## config.mk

```make
export PLATFORM = sky130hd
export DESIGN_NAME = dec_operand_entry
export DESIGN_NICKNAME = d
export VERILOG_FILES = /design/src/rtl/dec_entry_pkg.sv /design/src/rtl/bcd_nibble_adjust.sv /design/src/rtl/dec_operand_entry.sv
export SDC_FILE = /design/constraint.sdc
export NUM_CORES = 1
export LEC_CHECK = 0
export ABC_AREA = 1
export CAP_MARGIN = 15
export CORE_ASPECT_RATIO = 1.5
export CORE_MARGIN = 2
export CORE_UTILIZATION = 45
export CTS_CLUSTER_SIZE = 24
export DETAILED_ROUTE_END_ITERATION = 12
export PLACE_DENSITY_LB_ADDON = 0.1
export SLEW_MARGIN = 5
export SYNTH_ARGS = -nofsm -noshare
export SYNTH_HDL_FRONTEND = slang
export SYNTH_SLANG_ARGS = --single-unit
```

## constraint.sdc

```tcl
create_clock -name clk -period 2.3 [get_ports clk]
set_input_delay 0.46 -clock clk [delete_from_list [all_inputs] [get_ports clk]]
set_output_delay 0.46 -clock clk [all_outputs]
set_load 0.005 [all_outputs]
```

## src/rtl/dec_entry_pkg.sv

```systemverilog
// Shared types and constants for the decimal operand entry block.
package dec_entry_pkg;

    typedef enum logic [1:0] {
        IDLE    = 2'd0,
        COLLECT = 2'd1,
        CONV    = 2'd2,
        DONE    = 2'd3
    } state_t;

    localparam logic [3:0] BCD_MAX    = 4'd9;
    localparam logic [3:0] ADJ_THRESH = 4'd8;
    localparam logic [3:0] ADJ_SUB    = 4'd3;

endpackage

```

## src/rtl/bcd_nibble_adjust.sv

```systemverilog
// One nibble of the reverse double-dabble correction step.
// A nibble of 8 or more has 3 subtracted; smaller nibbles pass through.
module bcd_nibble_adjust
    import dec_entry_pkg::*;
(
    input  logic [3:0] nib,
    output logic [3:0] adj
);

    // Subtract-3 correction, the inverse of the add-3 step in the display path
    always_comb begin
        if (nib >= ADJ_THRESH) begin
            adj = nib - ADJ_SUB;
        end else begin
            adj = nib;
        end
    end

endmodule

```

## src/rtl/dec_operand_entry.sv

```systemverilog
// Sequential decimal operand entry: collects BCD digits on enter presses and
// converts them to binary. DEC_ENTRY_RANGE_CHECK_EN rejects digits above 9 with err.
module dec_operand_entry
    import dec_entry_pkg::*;
#(
    parameter int DIGITS = 2,
    parameter int BIN_W  = 7
) (
    input  logic                         clk,
    input  logic                         rst_n,
    input  logic [3:0]                   digit_in,
    input  logic                         enter,
    input  logic                         clear,
    input  logic                         bin_ack,
    output logic [BIN_W-1:0]             bin_out,
    output logic                         bin_valid,
    output logic                         busy,
    output logic [$clog2(DIGITS+1)-1:0]  digit_cnt,
    output logic                         err
);

    localparam int SR_W   = DIGITS * 4;
    localparam int WORK_W = SR_W + BIN_W;
    localparam int CNT_W  = $clog2(DIGITS + 1);
    localparam int ITER_W = $clog2(BIN_W + 1);

    state_t              state_r, state_s;
    logic                enter_q_r;
    logic                rise_s;
    logic [SR_W-1:0]     bcd_sr_r, bcd_sr_s;
    logic [WORK_W-1:0]   work_r, work_s;
    logic [WORK_W-1:0]   shift_s, adjusted_s;
    logic [SR_W-1:0]     adj_hi_s;
    logic [ITER_W-1:0]   iter_r, iter_s;
    logic [CNT_W-1:0]    cnt_r, cnt_s;
    logic [BIN_W-1:0]    bin_out_r, bin_out_s;
    logic                busy_r, bin_valid_r;
    logic                err_r, err_s;
    logic                digit_ok_s;
    logic [3:0]          digit_cap_s;

    assign rise_s = enter & ~enter_q_r;

`ifdef DEC_ENTRY_RANGE_CHECK_EN
    assign digit_ok_s  = (digit_in <= BCD_MAX);
    assign digit_cap_s = digit_in;
`else
    assign digit_ok_s  = 1'b1;
    assign digit_cap_s = (digit_in > BCD_MAX) ? BCD_MAX : digit_in;
`endif

    // One conversion step: shift right, then correct every BCD nibble
    assign shift_s = work_r >> 1;
    for (genvar d = 0; d < DIGITS; d++) begin : g_adj
        bcd_nibble_adjust u_adj (
            .nib (shift_s[BIN_W + 4*d +: 4]),
            .adj (adj_hi_s[4*d +: 4])
        );
    end
    assign adjusted_s = {adj_hi_s, shift_s[BIN_W-1:0]};

    // Next-state and datapath update; clear overrides every other event
    always_comb begin
        state_s   = state_r;
        bcd_sr_s  = bcd_sr_r;
        work_s    = work_r;
        iter_s    = iter_r;
        cnt_s     = cnt_r;
        bin_out_s = bin_out_r;
        err_s     = 1'b0;
        if (clear) begin
            state_s  = IDLE;
            cnt_s    = {CNT_W{1'b0}};
            bcd_sr_s = {SR_W{1'b0}};
            iter_s   = {ITER_W{1'b0}};
        end else begin
            case (state_r)
                IDLE, COLLECT: begin
                    if (rise_s && digit_ok_s) begin
                        bcd_sr_s = SR_W'({bcd_sr_r, digit_cap_s});
                        cnt_s    = cnt_r + CNT_W'(1);
                        if (cnt_r == CNT_W'(DIGITS - 1)) begin
                            state_s = CONV;
                            work_s  = {bcd_sr_s, {BIN_W{1'b0}}};
                            iter_s  = {ITER_W{1'b0}};
                        end else begin
                            state_s = COLLECT;
                        end
                    end else if (rise_s) begin
                        err_s = 1'b1;
                    end else begin
                        state_s = state_r;
                    end
                end
                CONV: begin
                    work_s = adjusted_s;
                    iter_s = iter_r + ITER_W'(1);
                    if (iter_r == ITER_W'(BIN_W - 1)) begin
                        state_s   = DONE;
                        bin_out_s = adjusted_s[BIN_W-1:0];
                    end else begin
                        state_s = CONV;
                    end
                end
                DONE: begin
                    if (bin_ack) begin
                        state_s  = IDLE;
                        cnt_s    = {CNT_W{1'b0}};
                        bcd_sr_s = {SR_W{1'b0}};
                    end else begin
                        state_s = DONE;
                    end
                end
                default: begin
                    state_s = IDLE;
                    cnt_s   = {CNT_W{1'b0}};
                end
            endcase
        end
    end

    // State, datapath and registered output flags
    always_ff @(posedge clk or negedge rst_n) begin
        if (!rst_n) begin
            state_r     <= IDLE;
            enter_q_r   <= 1'b0;
            bcd_sr_r    <= {SR_W{1'b0}};
            work_r      <= {WORK_W{1'b0}};
            iter_r      <= {ITER_W{1'b0}};
            cnt_r       <= {CNT_W{1'b0}};
            bin_out_r   <= {BIN_W{1'b0}};
            busy_r      <= 1'b0;
            bin_valid_r <= 1'b0;
            err_r       <= 1'b0;
        end else begin
            state_r     <= state_s;
            enter_q_r   <= enter;
            bcd_sr_r    <= bcd_sr_s;
            work_r      <= work_s;
            iter_r      <= iter_s;
            cnt_r       <= cnt_s;
            bin_out_r   <= bin_out_s;
            busy_r      <= (state_s == CONV);
            bin_valid_r <= (state_s == DONE);
            err_r       <= err_s;
        end
    end

    assign bin_out   = bin_out_r;
    assign bin_valid = bin_valid_r;
    assign busy      = busy_r;
    assign digit_cnt = cnt_r;
    assign err       = err_r;

endmodule

```

# Word-level counts from Yosys, hierarchy flattened
# Index checks and enable logic that the tools add are counted.
# word_totals
register_bits	36
latchBits	0
mem_bits_rw	0
romBits	0
inputBits	9
out_inout_bits	12
elab_cells	64
memories	0
# classes
n_addsub	4
mul	0
div_mod_pow	0
n_lt_le_gt_ge	3
eq_ne	12
n_shift	0
mux	24
bitwise_logic	3
reduce_logical	9
# ops
operator	count
15-bit two-way mux	2
15-bit case mux with 2 select lines	1
4-bit two-way mux	6
2-bit two-way mux	7
3-bit two-way mux	3
3-bit != test, second input constant	3
3-bit AND reduction	3
2-bit == test, second input constant	4
4-bit case mux with 2 select lines	1
2-bit case mux with 3 select lines	1
3-bit case mux with 2 select lines	1
3-bit nonzero test	2
2-bit by 1-bit == test with 1-bit output, second input constant	2
3-bit by 4-bit >= comparator with 1-bit output, second input constant	1
4-bit >= comparator, second input constant	1
4-bit greater-than comparator, second input constant	1
2-bit != test, second input constant	2
2-bit case mux with 2 select lines	1
4-bit AND reduction	1
3-bit by 2-bit subtractor with 4-bit output, second input constant	1
4-bit by 2-bit subtractor with 4-bit output, second input constant	1
3-bit by 1-bit adder with 3-bit output, second input constant	1
3-bit == test, second input constant	1
2-bit by 1-bit adder with 2-bit output, second input constant	1
other kinds (6)	7

# Longest topological paths before layout
# logic_depth
word_depth	6
mapped_depth	8
mapped_depth_nobuf	8

# Hierarchy
# A second synthesis with hierarchy kept.
# unflattened
hier_cells	224
area_unflattened_um2	1788.0
# by_module_without_submodules
mod	n_inst	cells_each	area_per_inst_um2	seq_area_each_um2
dec_operand_entry	1	192	1610.3	875.8
bcd_nibble_adjust	2	16	88.8	0.0

# Worst setup path before layout
# OpenSTA, ideal clock, no wires.
# synth_path
kind	register -> register
start	reg iter_r[0]
end	reg bin_out_r[4], in the netlist bin_out[4]
setup_ps	117
t_arrival_ps	1099
t_required_ps	2183
setup_slack_ps	1084
stages_incl_launch_ff	9
path_buffers	1
period_less_slack_ps	1216
cell_sequence	dfrtp_1 inv_1 ha_1 nand2_1 nor2_4 nand2_2 buf_6 nand2_1 o21ai_2
# synth_between
elab_chain_len	2
# synth_rtl
item	line_no	text
start: declaration	dec_operand_entry.sv:34	logic [ITER_W-1:0] iter_r, iter_s;
start signal: assignment	dec_operand_entry.sv:129	iter_r <= {ITER_W{1'b0}};
start signal: assignment	dec_operand_entry.sv:140	iter_r <= iter_s;
3-bit == test	dec_operand_entry.sv:98	if (iter_r == ITER_W'(BIN_W - 1)) begin
3-bit AND reduction (no line)	--	
end signal: assignment	dec_operand_entry.sv:131	bin_out_r <= {BIN_W{1'b0}};
end signal: assignment	dec_operand_entry.sv:142	bin_out_r <= bin_out_s;
end: declaration	dec_operand_entry.sv:36	logic [BIN_W-1:0] bin_out_r, bin_out_s;
# Every way passes these cells.
# A chain may end at the register's enable or synchronous reset.

# Worst setup path in the final report
# layout_path
start	reg cnt_r[0], in the netlist digit_cnt[0]
end	out digit_cnt[0]
# layout_lines
item	line_no	text
start: declaration	dec_operand_entry.sv:35	logic [CNT_W-1:0] cnt_r, cnt_s;
start signal: assignment	dec_operand_entry.sv:130	cnt_r <= {CNT_W{1'b0}};
start signal: assignment	dec_operand_entry.sv:141	cnt_r <= cnt_s;
end: declaration	dec_operand_entry.sv:18	output logic [$clog2(DIGITS+1)-1:0] digit_cnt,
# No word-level cell between the ends.

==> results.cfg <==
[run_status]
status = finished, final reports clean

[clocking]
cts_root_buffer = clkbuf_8
numCtsBuffers = 5
htree_levels = 2
clock-sinks = 35
path_clk_slew_ns = 0.07
insertion_delay_ns = 0.29
cts_resized = 0
ctsHoldBuffers = 0
ctsLongestPathBuffers = 2
cts_tree = yes
post_cts_buffers = 0

[timing]
rsz0062_at_grt = no
setup-tns-final_ns = 0
hold_viol = 0
skew_ns = 0.00395
whs_ns = 0.475
max_freq_mhz = 604
period_share_pct = 72.0
final-setup-viol-count = 0
fin_crit_ns = 1.66
final_max_slew_viol_count = 0

[die]
core_region_area_um2 = 3650
num_rows = 27
die_h_um = 79.5
dieArea_um2 = 4310
io_pins = 21
dieWidth_um = 54.3
initial_core_util_pct = 46.8

[yosys]
synth-async-reset-ratio_pct = 100
yosys_warnings = 0
synthTopCellsByArea = dfrtp_1 (51%), nand2_1 (17%), inv_1 (5.5%), ha_1 (3.7%), o21ai_2 (3.6%)
synth_area_per_cell_um2 = 8.41
synthCells = 203
synth_top_cell_area_share_pct = 51.3
synthTopCellsByCount = nand2_1 (78), dfrtp_1 (35), inv_1 (25)
ys_types = 23
yosys.area.top_type = dfrtp_1
synth_ff_type = dfrtp_1
syn_area_um2 = 1710
synth_nets = 217
ys_seq_area_share_pct = 51.3
synth_edf_count = 0
yosysMostFrequentCell = nand2_1
synth-seq-cells = 35

[route]
dr.max_layer_used = met4
dr.pass1.iters = 4
num_vias = 1287
drt-met1-wl_mm = 1.47
drt-total-wl_mm = 3.19
met2_length_mm = 1.54
vias_per_cell = 4.75
wl_met3_um = 113
wire_per_inst_um = 11.8
drc_errors = 0
drt_iter0_drc = 37
ant_nets = 0

[finish]
seq_area_um2 = 876
drive_gt1_share_pct = 11.0
insertedDiodeCount = 0
area_growth_pct = 17.7
n_fill_cell = 349
layout.nets = 241
multi_input_area_um2 = 701

[pwr]
p_sw_share_pct = 30.1
leakage_nw = 1.05
p_seq_share_pct = 53.2
power_density_nw_per_um2 = 721
power_frac_comb_pct = 17.3
power.share.clock_pct = 29.4
internal-power_mw = 1.01
power_switching_mw = 0.436
ir_drop_uv = 483

[critical_path]
required_ns = 1.84
worstReg2RegEnd = work_r[8]$_DFFE_PN0P_
r2r-start = digit_cnt[0]$_DFFE_PN0P_
cp.depth = 1
end_kind = primary output
path_cells = clkdlybuf4s50_1
cp.arrival_ns = 1.20
path_class = register to primary output
cp_top_family = buffers and inverters
slowest_stage = clkdlybuf4s50_1
cpPeakStageDelay_ns = 0.51
path_buf_inv = 1
r2r_cells = 7
critPathMaxFanout = 4
critPathLaunchType = register
ff2ff_setup_slack_ns = 0.96

[grt]
grt_max_degree = 36
grt_pass1_vias = 1250
grt_pass1_wl_mm = 5.47
grtUsageTotal_pct = 17.5
antenna_found_initial = 0
overflow = 0

[hold_path]
hold_depth = 2
hold_end = bcd_sr_r[3]$_DFFE_PN0P_
worstHoldPathType = register to register
holdCritStartpoint = bcd_sr_r[3]$_DFFE_PN0P_

[place]
gp_congestion = 0.790
dp_hpwl_mm = 2.34
io_buffers = 19

[run]
cap_violations = 0
==> cell families (layout without fill, tap and decap cells) <==
kind of cell / after synthesis / count (layout) / synth area share, %
and+or+nand+nor: 106 / 106 / 27.4
adders and majority gates: 5 / 5 / 3.66
other: 1 / 1 / 0.220
DFF: 35 / 35 / 51.3
AOI/OAI and AO/OA: 24 / 24 / 8.72
buffers and inverters: 30 / 55 / 7.69
xor gates and xnor gates: 2 / 2 / 1.03
==> metal layers <==
layer | GRT usage, % | vias to the layer above
met5 | 0 | -
met4 | 6.75 | 0
met3 | 5.06 | 6
met2 | 27.5 | 20
met1 | 22.1 | 594
li1 | - | 667
==> layout make-up <==
| cell class | instances | share of cell area [%] |
|---|---|---|
| Sequential cell | 35 | 43.6 |
| Timing Repair Buffer | 20 | 9.83 |
| Tap cell | 43 | 2.68 |
| Clock inverter | 1 | 0.249 |
| Clock buffer | 7 | 3.80 |
| Multi-Input combinational cell | 138 | 34.8 |
| Inverter | 27 | 5.04 |
==> stage by stage <==
step | area [um2] | instances | utilization [%] | power, mW | setup WS (ns)
after floorplan | 1710 | 203 | - | 0.947 | 1.08
after global placement | 1930 | 263 | 52.9 | 1.02 | 0.372
after detailed placement | 1930 | 263 | 52.9 | 1.04 | 0.390
after CTS | 2010 | 271 | 55.1 | 1.47 | 0.628
after global routing | 2010 | 271 | 55.1 | 1.55 | 0.578
final | 2010 | 271 | 55.1 | 1.45 | 0.643
==> how the worst max path moves through the flow <==
stage | start | to | slack, ns
6_report | digit_cnt[0]$_DFFE_PN0P_ | digit_cnt[0] | 0.64
4_1_cts | digit_cnt[0]$_DFFE_PN0P_ | digit_cnt[0] | 0.63
3_3_place_gp | clear | bcd_sr_r[1]$_DFFE_PN0P_ | 0.37
5_1_grt | clear | bcd_sr_r[1]$_DFFE_PN0P_ | 0.58
2_1_floorplan | iter_r[0]$_DFFE_PN0P_ | bin_out[4]$_DFFE_PN0P_ | 1.08
3_5_place_dp | clear | bcd_sr_r[1]$_DFFE_PN0P_ | 0.39
==> registers in the layout (all words and copies together), names as in the netlist <==
register   cells
busy           1
bin_valid      1
state_r        2
enter_q_r      1
work_r        14
iter_r         3
digit_cnt      2
bin_out        7
bcd_sr_r       4
==> cells in the final DEF (no fill, tap or decap), types with 5 or more instances in the layout <==
| cell | count |
|---|---|
| nand2_1 | 78 |
| o21ai_0 | 10 |
| clkdlybuf4s50_1 | 19 |
| inv_1 | 25 |
| o21ai_2 | 7 |
| clkbuf_8 | 5 |
| dfrtp_1 | 35 |
| nor2_1 | 6 |
| nand3_1 | 8 |
| ha_1 | 5 |
==> power groups by stage <==
stage | combinational [mW] | sequential (mW) | clock (mW)
final | 0.251 | 0.772 | 0.427
after floorplan | 0.181 | 0.766 | 0
after CTS | 0.255 | 0.770 | 0.448
after detailed placement | 0.254 | 0.781 | 0
after global placement | 0.246 | 0.779 | 0
after global routing | 0.293 | 0.782 | 0.477
Note: power is estimated with default switching activity, not from simulation.
